## src/rtl/fec_job_ctrl.sv

```systemverilog
`default_nettype none
// ============================================================================
// fec_job_ctrl : host-side job sequencer for the FEC core
//                (load message, start core, wait for done, stream results).
// Revision     : 1.0
// ============================================================================
module fec_job_ctrl #(
  parameter int          AW           = 8,
  parameter int          LOAD_N       = 30,
  parameter int          LOAD_BASE    = 0,
  parameter int          RESULT_N     = 30,
  parameter int          RESULT_BASE  = 30,
  parameter int          START_CYCLES = 2,
  parameter logic [15:0] TIMEOUT      = 16'hFFFF
) (
  input  logic          clk,
  input  logic          reset,
  input  logic          job_valid,
  output logic          job_ready,
  input  logic          in_valid,
  output logic          in_ready,
  input  logic [7:0]    in_data,
  output logic          mem_we,
  output logic          mem_re,
  output logic [AW-1:0] mem_addr,
  output logic [7:0]    mem_wdata,
  input  logic [7:0]    mem_rdata,
  output logic          proc_start,
  input  logic          proc_done,
  output logic          out_valid,
  input  logic          out_ready,
  output logic [7:0]    out_data,
  output logic          busy,
  output logic          timeout_err,
  output logic [15:0]   run_cycles
);

  // Byte counter is one bit wider than the address so a full 2^AW job fits.
  localparam int CW = AW + 1;
  localparam int SW = $clog2(START_CYCLES + 1);

  localparam logic [AW-1:0] c_load_base   = AW'(LOAD_BASE);
  localparam logic [AW-1:0] c_result_base = AW'(RESULT_BASE);
  localparam logic [CW-1:0] c_load_last   = CW'(LOAD_N - 1);
  localparam logic [CW-1:0] c_result_last = CW'(RESULT_N - 1);
  localparam logic [SW-1:0] c_start_last  = SW'(START_CYCLES - 1);
  localparam logic [15:0]   c_to_last     = TIMEOUT - 16'd1;

  typedef enum logic [2:0] {
    S_IDLE    = 3'd0,
    S_LOAD    = 3'd1,
    S_START   = 3'd2,
    S_RUN     = 3'd3,
    S_RD_REQ  = 3'd4,
    S_RD_WAIT = 3'd5,
    S_OUT     = 3'd6
  } state_t;

  state_t        state_q, state_d;
  logic [AW-1:0] addr_q, addr_d;
  logic [CW-1:0] cnt_q, cnt_d;
  logic [SW-1:0] scnt_q, scnt_d;
  logic [15:0]   run_q, run_d;
  logic          terr_q, terr_d;
  logic [7:0]    odata_q, odata_d;

  always_ff @(posedge clk or negedge reset) begin
    if (!reset) begin
      state_q <= S_IDLE;
      addr_q  <= '0;
      cnt_q   <= '0;
      scnt_q  <= '0;
      run_q   <= '0;
      terr_q  <= 1'b0;
      odata_q <= '0;
    end else begin
      state_q <= state_d;
      addr_q  <= addr_d;
      cnt_q   <= cnt_d;
      scnt_q  <= scnt_d;
      run_q   <= run_d;
      terr_q  <= terr_d;
      odata_q <= odata_d;
    end
  end

  always_comb begin
    state_d   = state_q;
    addr_d    = addr_q;
    cnt_d     = cnt_q;
    scnt_d    = scnt_q;
    run_d     = run_q;
    terr_d    = terr_q;
    odata_d   = odata_q;
    mem_we    = 1'b0;
    mem_re    = 1'b0;
    mem_addr  = '0;
    mem_wdata = '0;

    case (state_q)
      S_IDLE: begin
        if (job_valid) begin
          terr_d  = 1'b0;
          run_d   = '0;
          addr_d  = c_load_base;
          cnt_d   = '0;
          state_d = S_LOAD;
        end
      end

      S_LOAD: begin
        if (in_valid) begin
          mem_we    = 1'b1;
          mem_addr  = addr_q;
          mem_wdata = in_data;
          addr_d    = addr_q + 1'b1;
          cnt_d     = cnt_q + 1'b1;
          if (cnt_q == c_load_last) begin
            scnt_d  = '0;
            state_d = S_START;
          end
        end
      end

      S_START: begin
        scnt_d = scnt_q + 1'b1;
        if (scnt_q == c_start_last) begin
          state_d = S_RUN;
        end
      end

      S_RUN: begin
        // Done takes priority over a timeout landing on the same cycle.
        if (proc_done) begin
          addr_d  = c_result_base;
          cnt_d   = '0;
          state_d = S_RD_REQ;
        end else begin
          if (run_q != 16'hFFFF) begin
            run_d = run_q + 16'd1;
          end
          if (run_q == c_to_last) begin
            terr_d  = 1'b1;
            state_d = S_IDLE;
          end
        end
      end

      S_RD_REQ: begin
        mem_re   = 1'b1;
        mem_addr = addr_q;
        state_d  = S_RD_WAIT;
      end

      S_RD_WAIT: begin
        odata_d = mem_rdata;
        state_d = S_OUT;
      end

      S_OUT: begin
        if (out_ready) begin
          addr_d  = addr_q + 1'b1;
          cnt_d   = cnt_q + 1'b1;
          state_d = (cnt_q == c_result_last) ? S_IDLE : S_RD_REQ;
        end
      end

      default: state_d = S_IDLE;
    endcase
  end

  assign job_ready   = (state_q == S_IDLE);
  assign busy        = (state_q != S_IDLE);
  assign in_ready    = (state_q == S_LOAD);
  assign proc_start  = (state_q == S_START);
  assign out_valid   = (state_q == S_OUT);
  assign out_data    = odata_q;
  assign timeout_err = terr_q;
  assign run_cycles  = run_q;

endmodule
`default_nettype wire

```

## config.mk

```make
export PLATFORM = sky130hd
export DESIGN_NAME = fec_job_ctrl
export DESIGN_NICKNAME = d
export VERILOG_FILES = /design/src/rtl/fec_job_ctrl.sv
export SDC_FILE = /design/constraint.sdc
export NUM_CORES = 1
export LEC_CHECK = 0
export BUFFER_PORTS_ARGS = -buffer_cell sky130_fd_sc_hd__buf_2
export CORE_ASPECT_RATIO = 1.2
export CORE_MARGIN = 2
export CORE_UTILIZATION = 42
export CTS_CLUSTER_DIAMETER = 30
export DETAILED_ROUTE_END_ITERATION = 8
export PLACE_DENSITY_LB_ADDON = 0.25
export SLEW_MARGIN = 30
export SYNTH_ARGS = -nofsm -noshare
export SYNTH_HDL_FRONTEND = slang
export SYNTH_SLANG_ARGS = --single-unit
```

## constraint.sdc

```tcl
create_clock -name clk -period 1.9 [get_ports clk]
set_input_delay 0.095 -clock clk [delete_from_list [all_inputs] [get_ports clk]]
set_output_delay 0.095 -clock clk [all_outputs]
set_load 0.005 [all_outputs]
```

* Word level (Yosys, flattened, before mapping)
Cells that the tools add are included.
** Cells by class
- Add/subtract/negate cells :: 4
- Reduce and logical (&&, ||, !) cells :: 10
- Mux-type cells :: 37
- Equality and inequality tests :: 20
** Operators with widths (count)
- $mux W8 :: 7
- $mux W16 :: 3
- $mux W9 :: 4
- $pmux W9 S4 :: 1
- $pmux W16 S2 :: 1
- $pmux W8 S4 :: 1
- $mux W3 :: 8
- $pmux W3 S7 :: 1
- $add A16 B1 Y16 const B :: 1
- $eq A16 B16 Y1 const B :: 1
- $ne A16 B16 Y1 const B :: 1
- $pmux W8 S2 :: 1
- $ne A2 B2 Y1 const B :: 6
- $add A9 B1 Y9 const B :: 1
- $eq A3 B3 Y1 const B :: 3
- $eq A9 B5 Y1 const B :: 1
- $add A8 B1 Y8 const B :: 1
- $reduce_and A4 Y1 :: 2
- $eq A3 B2 Y1 const B :: 2
- $mux W1 :: 6
- $ne A2 B1 Y1 const B :: 3
- $reduce_and A6 Y1 :: 1
- $reduce_and A5 Y1 :: 1
- $mux W2 :: 2
- 11 further kinds :: 12
** Storage, ports and cells
- Word-level logic and storage cells :: 78
- Bits in registers :: 47
- Output and inout bits :: 48

* Depth between registers and ports, before layout
Gate-level depths: netlist (run 1).
- Word-level depth :: 4
- Depth in mapped cells :: 9
- Mapped depth without buffers :: 7

* Worst setup path before layout (run 1)
No wires, ideal clock.
- Path kind :: register -> register
- Start point :: reg run_q[0], in the netlist run_cycles[0]
- End point :: reg run_q[4], in the netlist run_cycles[4]
- Cell stages (with the launch flop) :: 7
- Slack :: 85 ps
- Path buffers :: 0
- Data arrival time :: 1749 ps
- Path through :: dfrtp_1 > ha_1 > and4_1 > and2_1 > a21o_4 > or4_1 > nand2_1
** Between the ends
- Longest elaborated chain between the ends :: 4
- Elaborated cells on any way between the ends :: 7
- Those cells by class :: add/sub (1); eq/ne (2); mux (3); reduce/logical (1)
** Ends and longest elaborated chain
- start, declared :: RTL line 63 : logic [15:0] run_q, run_d;
- start signal, assigned :: RTL line 81 : run_q <= run_d;
- $add A16 B1 Y16 :: RTL line 140 : run_d = run_q + 16'd1;
- $mux W16 :: RTL line 139 : if (run_q != 16'hFFFF) begin
- $mux W16 :: RTL line 134 : if (proc_done) begin
- $pmux W16 S2 :: RTL line 100 : case (state_q)
Parallel ways exist; a longest one is shown, timed or not. The select of a mux whose other input is x is not followed.
A chain may end at the register's enable or synchronous reset.

* Worst setup path after layout (run 1)
- Start point :: reg state_q[0]
- End point :: reg run_q[6], in the netlist run_cycles[6]
** Between the ends
- Longest elaborated chain between the ends :: 3
- Elaborated cells on any way between the ends :: 8
- Those cells by class :: eq/ne (4); mux (1); reduce/logical (3)
** Ends and longest elaborated chain
- start, declared :: RTL line 59 : state_t state_q, state_d;
- start signal, assigned :: RTL line 77 : state_q <= state_d;
- $eq A3 B2 Y1 or $logic_not A3 Y1 (tied branches) :: RTL line 100
- $ne A2 B2 Y1 (no line) or $reduce_bool A2 Y1 (tied branches)
- $reduce_and A4 Y1 (no line)
Parallel ways exist; a longest one is shown, timed or not.

==> flow_summary.yaml, run 1 <==
critical_path:
  worst-path-max-fanout: 9
  crit_end: "run_cycles[6]"
  crit_arrival_ns: 2.07
  r2r_setup_slack_ns: 0.09
  cp-start-kind: "flop"
  crit_path_end_kind: "flop"
  crit_path_max_incr_delay_ns: 0.48
  r2r-start: "state_q[0]"
  crit_type: "reg2reg"
  cp-startpoint: "state_q[0]"
  crit_required_ns: 2.16
  ff2ff_path_depth: 6
  crit_slowest_cell: "or4_1"
  cp_cell_sequence: "buf_4 -> nor4b_4 -> nor2_2 -> a21o_4 -> or4_1 -> nand2_1"
  r2r-end: "run_cycles[6]"
sta:
  drv_slew: 0
  hold_violations: 0
  fin_skew_ns: 0.01177
  worst_pin_slew_ns: 0.5939
  whs_ns: 0.008000
  fmax_ghz: 0.5513
  finalSetupViolCount: 0
  max_slew_margin: 0.6041
  finalCritPeriodShare: 0.9546
  fin_crit_ns: 1.814
synthesis:
  synth_cell_types: 47
  ys_top_cells_by_area: "dfrtp_1, o21ai_0, nand2_1, and3_1, mux2_2"
  synth-edff-count: 0
  syn_inst: 295
  yosys_warnings: 0
  yosysMostFrequentCell: "dfrtp_1"
  synth_seq_cells: 47
  synth_common_cells: "dfrtp_1, nand2_1, o21ai_0"
  synth_top_area_frac: 0.4370
  async_flop_share: 1.000
  synth_nets: 323
  synth_flop_cell: "dfrtp_1"
  synth_area_um2: 2691
  yosys.area.top_type: "dfrtp_1"
  syn_avg_cell_area_um2: 9.123
  ys_seq_area_frac: 0.4370
floorplanning:
  die_h_um: 91.69
  ios: 70
  dieWidth_um: 77.08
  fp-row-count: 31
  fp.dieArea_um2: 7067
  fp.coreArea_um2: 6128
  start_util: 0.4392
power:
  finalPower_w: 0.004423
  cellPowerDensity_nw_per_um2: 1259
  leakagePower_nw: 1.802
  ir_drop_v: 0.0005979
drt:
  drc: 0
  drtIter0Drc: 159
  totalWireLength_um: 6751
  drt-vias-per-instance: 5.326
  ant_nets: 0
  num_vias: 2551
  avgRoutedWirePerCell_um: 14.09
  drt_first_pass_iters: 4
global_route:
  grt_pass1_wl_um: 11050
  grt_max_degree: 48
  grt_pass1_vias: 2419
  grt_util_all_layers: 0.1927
  grt.overflow.total: 0
  antenna_found_initial: 0
clock_network:
  numCtsBuffers: 5
  cts_tree: "done"
  cts.sinks: 47
  clk_pin_slew_worst_paths_ns: 0.10
  clk_latency_ns: 0.31
  htreeDepth: 2
  clk_path_buf_depth: 2
  clockRootBuffer: "clkbuf_8"
place:
  port_buffers: 69
  dp_hpwl_um: 4914
  gp_congestion: 0.8417
cells_and_area:
  layout-drive-gt1-share: 0.3602
  area_growth_pct: 30.50
  final_util: 0.5731
  n_antenna_cell: 0
  layout.nets: 424
outcome:
  status: "completed"
hold_path:
  hp-class: "in2reg"
flow_run:
  drv_cap: 0
## cells by family after synthesis
| logic type | count (synthesis) | synth area share |
|---|---|---|
| AOI/OAI and AO/OA | 60 | 0.1395 |
| muxes | 13 | 0.05207 |
| DFF | 47 | 0.4370 |
| buffers and inverters | 21 | 0.03254 |
| xor gates and xnor gates | 6 | 0.01953 |
| adders and majority gates | 6 | 0.02789 |
| and+or+nand+nor | 142 | 0.2915 |
## routing by layer
metal | up-vias | part of all wire | global-route usage
met3 | 10 | 0.032 | 0.03051
met5 | - | 0 | 0
met2 | 46 | 0.51 | 0.3399
met4 | 0 | 0.016 | 0.06994
li1 | 1272 | - | -
met1 | 1223 | 0.44 | 0.2376
## how the worst min path moves through the flow
stage                       startpoint             end  cells after the start
after floorplan                  reset       addr_q[0]                      0
after detailed placement         reset  run_cycles[10]                      2
after global routing      mem_rdata[4]     out_data[4]                      2
after global placement           reset  run_cycles[10]                      2
after CTS                 mem_rdata[0]     out_data[0]                      2
final                     mem_rdata[7]     out_data[7]                      2
## worst max-delay path, delay by kind of cell (launching register included)
family	cells	cell delay, ns
compound gates	1	0.23
flops	1	0.41
simple gates	4	0.96
buf+inv	1	0.16
## metrics by stage
| step | area, um^2 | TNS [ns] | setup WS, ns | instances |
|---|---|---|---|---|
| after floorplan | 2691 | 0 | 0.08508 | 295 |
| after global placement | 3307 | 0 | 0.1130 | 464 |
| after detailed placement | 3307 | 0 | 0.08403 | 464 |
| after CTS | 3438 | 0 | 0.05107 | 476 |
| after global routing | 3512 | -0.008358 | -0.008358 | 479 |
| final | 3512 | 0 | 0.08625 | 479 |
## flip-flops by register name, indices dropped and copies added, names as in the netlist
| signal | count |
|---|---|
| run_cycles | 16 |
| state_q | 3 |
| out_data | 8 |
| timeout_err | 1 |
| addr_q | 8 |
| cnt_q | 9 |
| scnt_q | 2 |
## cell usage in the layout, fill, tap and decap left out, drive strengths merged, types with 2 or more instances in the layout
master / n
buf: 103
dfrtp: 47
nand2: 31
o21ai: 30
nor2: 24
nand3: 17
and3: 16
and2: 12
inv: 10
mux2: 8
a21oi: 7
nand4: 7
o31ai: 6
or4: 6
xnor2: 6
ha: 6
mux2i: 5
clkbuf: 5
or2: 4
nor4b: 4
nor3: 4
nand3b: 3
a31oi: 3
o22ai: 3
o211ai: 3
nor4: 3
nand2b: 2
or3: 2
and4: 2
clkinv: 2
dlygate4sd3: 2
nor2b: 2
## layout make-up
type | count | area, um^2
well taps | 82 | 102.6
multi-input cells | 227 | 1478
flip-flops and latches | 47 | 1180
fillers | 580 | 2616
clock buffers | 5 | 68.82
repair buffers | 105 | 620.6
inverters | 10 | 37.54
clock inverters | 3 | 25.02
## power breakdown
part	switching [W]	leakage [nW]	total (W)	internal, W
Combinational	0.00125	1.14	0.00233	0.00107
Clock	0.000375	0.0443	0.000639	0.000264
Sequential	0.000209	0.616	0.00146	0.00125
## timing repair
action,CTS,global route
setup endpoints to repair,8,22
hold endpoints to repair,47,1
hold buffers,1,1
resized for setup,3,14
buffers inserted,3,2
No activity file was read; power rests on OpenSTA's default activity.
==> inputs of run 2 (changes only) <==
- CORE_UTILIZATION: 42 -> 38
- SLEW_MARGIN: 30 -> 20
==> flow_summary.yaml, run 2 (synthesis results as in run 1) <==
critical_path:
  cp-start-kind: "flop"
  crit_path_end_kind: "flop"
  crit_path_max_incr_delay_ns: 0.46
  crit_slowest_cell: "dfrtp_2"
  r2r-end: "run_cycles[7]"
  r2r_setup_slack_ns: 0.03
  crit_required_ns: 2.13
  crit_type: "reg2reg"
  worst-path-max-fanout: 7
  cp_cell_sequence: "buf_6 -> nor4b_4 -> nor2_4 -> a211o_1 -> or4_1 -> o21ai_1"
  crit_arrival_ns: 2.10
  ff2ff_path_depth: 6
  r2r-start: "state_q[2]"
cells_and_area:
  regArea_um2: 1179
  largest_reg_flops: 16
  layout-drive-gt1-share: 0.3622
  finalNonFillerCells: 479
  multi_input_area_um2: 1516
  final_common_cell: "buf_2"
  fillCellCount: 677
  area_growth_pct: 31.71
  mostFrequentLayoutCells: "buf_2, dfrtp_1, nand2_1, o21ai_0, buf_4"
  layout.nets: 419
  final_area_um2: 3545
  n_antenna_cell: 0
sta:
  fin_skew_ns: 0.003465
  tns_ns: 0
  hold_violations: 0
  finalSetupViolCount: 0
  max_slew_margin: 0.6935
  fin_crit_ns: 1.866
  finalCritPeriodShare: 0.9823
  fmax_ghz: 0.5358
  rsz0062_at_grt: "yes"
  drv_slew: 0
  worst_pin_slew_ns: 0.4556
drt:
  drt-vias-per-instance: 5.382
  ant_nets: 0
  drtIter0Drc: 99
  drc: 0
  num_vias: 2578
  drt_first_pass_iters: 4
  totalWireLength_um: 7016
  avgRoutedWirePerCell_um: 14.65
power:
  cellPowerDensity_nw_per_um2: 1276
  leakagePower_nw: 1.787
  ir_drop_v: 0.0005392
floorplanning:
  fp.dieArea_um2: 7775
  die_h_um: 96.19
  ios: 70
  dieWidth_um: 80.83
  fp.coreArea_um2: 6854
  start_util: 0.3927
  fp-row-count: 33
outcome:
  status: "completed"
global_route:
  grt_pass1_wl_um: 11430
  grt_max_degree: 22
  grt_pass1_vias: 2412
  antenna_found_initial: 0
  grt.overflow.total: 0
  grt_util_all_layers: 0.1906
clock_network:
  cts_tree: "done"
  clk_path_buf_depth: 2
  cts.sinks: 47
  numCtsBuffers: 5
  clockRootBuffer: "clkbuf_8"
  htreeDepth: 2
  clk_pin_slew_worst_paths_ns: 0.09
  clk_latency_ns: 0.30
place:
  gp_congestion: 0.7798
  dp_hpwl_um: 5252
  dp_cells: 464
  post_dp_cell_area_um2: 3276
  port_buffers: 69
hold_path:
  holdPathEnd: "out_data[1]"
  min_path_cells: 2
  hp-class: "in2reg"
  min_from: "mem_rdata[1]"
flow_run:
  drv_cap: 0
==> run 2: stage by stage <==
| stage | power, W | setup WS [ns] | hold WS [ns] | util |
|---|---|---|---|---|
| 6_report | 0.004522 | 0.03357 | 0.02289 | 0.5172 |
| 5_1_grt | 0.004931 | -0.03023 | 0.005646 | 0.5172 |
| 4_1_cts | 0.004349 | 0.0001568 | 0.004619 | 0.4954 |
| 3_5_place_dp | 0.003640 | 0.02639 | -0.02182 | 0.4779 |
| 3_3_place_gp | 0.003586 | 0.06107 | -0.02889 | 0.4779 |
| 2_1_floorplan | 0.002746 | 0.08508 | -0.2006 | - |
==> run 2: worst max path at each step <==
stage | start | to | slack (ns) | cells after the start
after global placement | state_q[1] | run_cycles[14] | 0.06 | 6
after global routing | state_q[2] | run_cycles[7] | -0.03 | 6
after CTS | state_q[0] | mem_addr[2] | 0.0002 | 8
final | state_q[2] | run_cycles[7] | 0.03 | 6
after floorplan | run_cycles[0] | run_cycles[4] | 0.09 | 6
after detailed placement | state_q[2] | addr_q[3] | 0.03 | 5
==> run 2: area by class of cell <==
cell class / count / share of cell area
Timing Repair Buffer: 100 / 0.1701
Tap cell: 87 / 0.03071
Sequential cell: 47 / 0.3325
Inverter: 10 / 0.01059
Multi-Input combinational cell: 227 / 0.4278
Clock buffer: 8 / 0.02824
==> run 2: metal layers <==
metal,GRT usage,wire length [um],vias up
li1,-,-,1254
met1,0.2286,2978,1256
met2,0.3299,3649,54
met3,0.04034,232,14
met4,0.07768,156,0
met5,0,0,-
==> run 2: worst max-delay path: cells and delay by family (launching register included) <==
kind,cells,cell delay [ns]
simple gates,3,0.85
compound gates,2,0.34
flops,1,0.46
buf+inv,1,0.14
==> run 2: power breakdown <==
group	internal (W)	leakage, nW	total, W	switching, W
logic	0.00112	1.12	0.00240	0.00128
clock network	0.000333	0.0515	0.000669	0.000337
registers	0.00125	0.617	0.00145	0.000208
total	0.00270	1.79	0.00452	0.00182
==> run 2: repair_timing <==
action	4_1_cts	5_1_grt
hold buffers	1	0
endpoints found under the hold margin	26	0
pin swaps	0	10
setup buffers	1	5
gates resized for setup	1	28
endpoints found under the setup margin	8	35
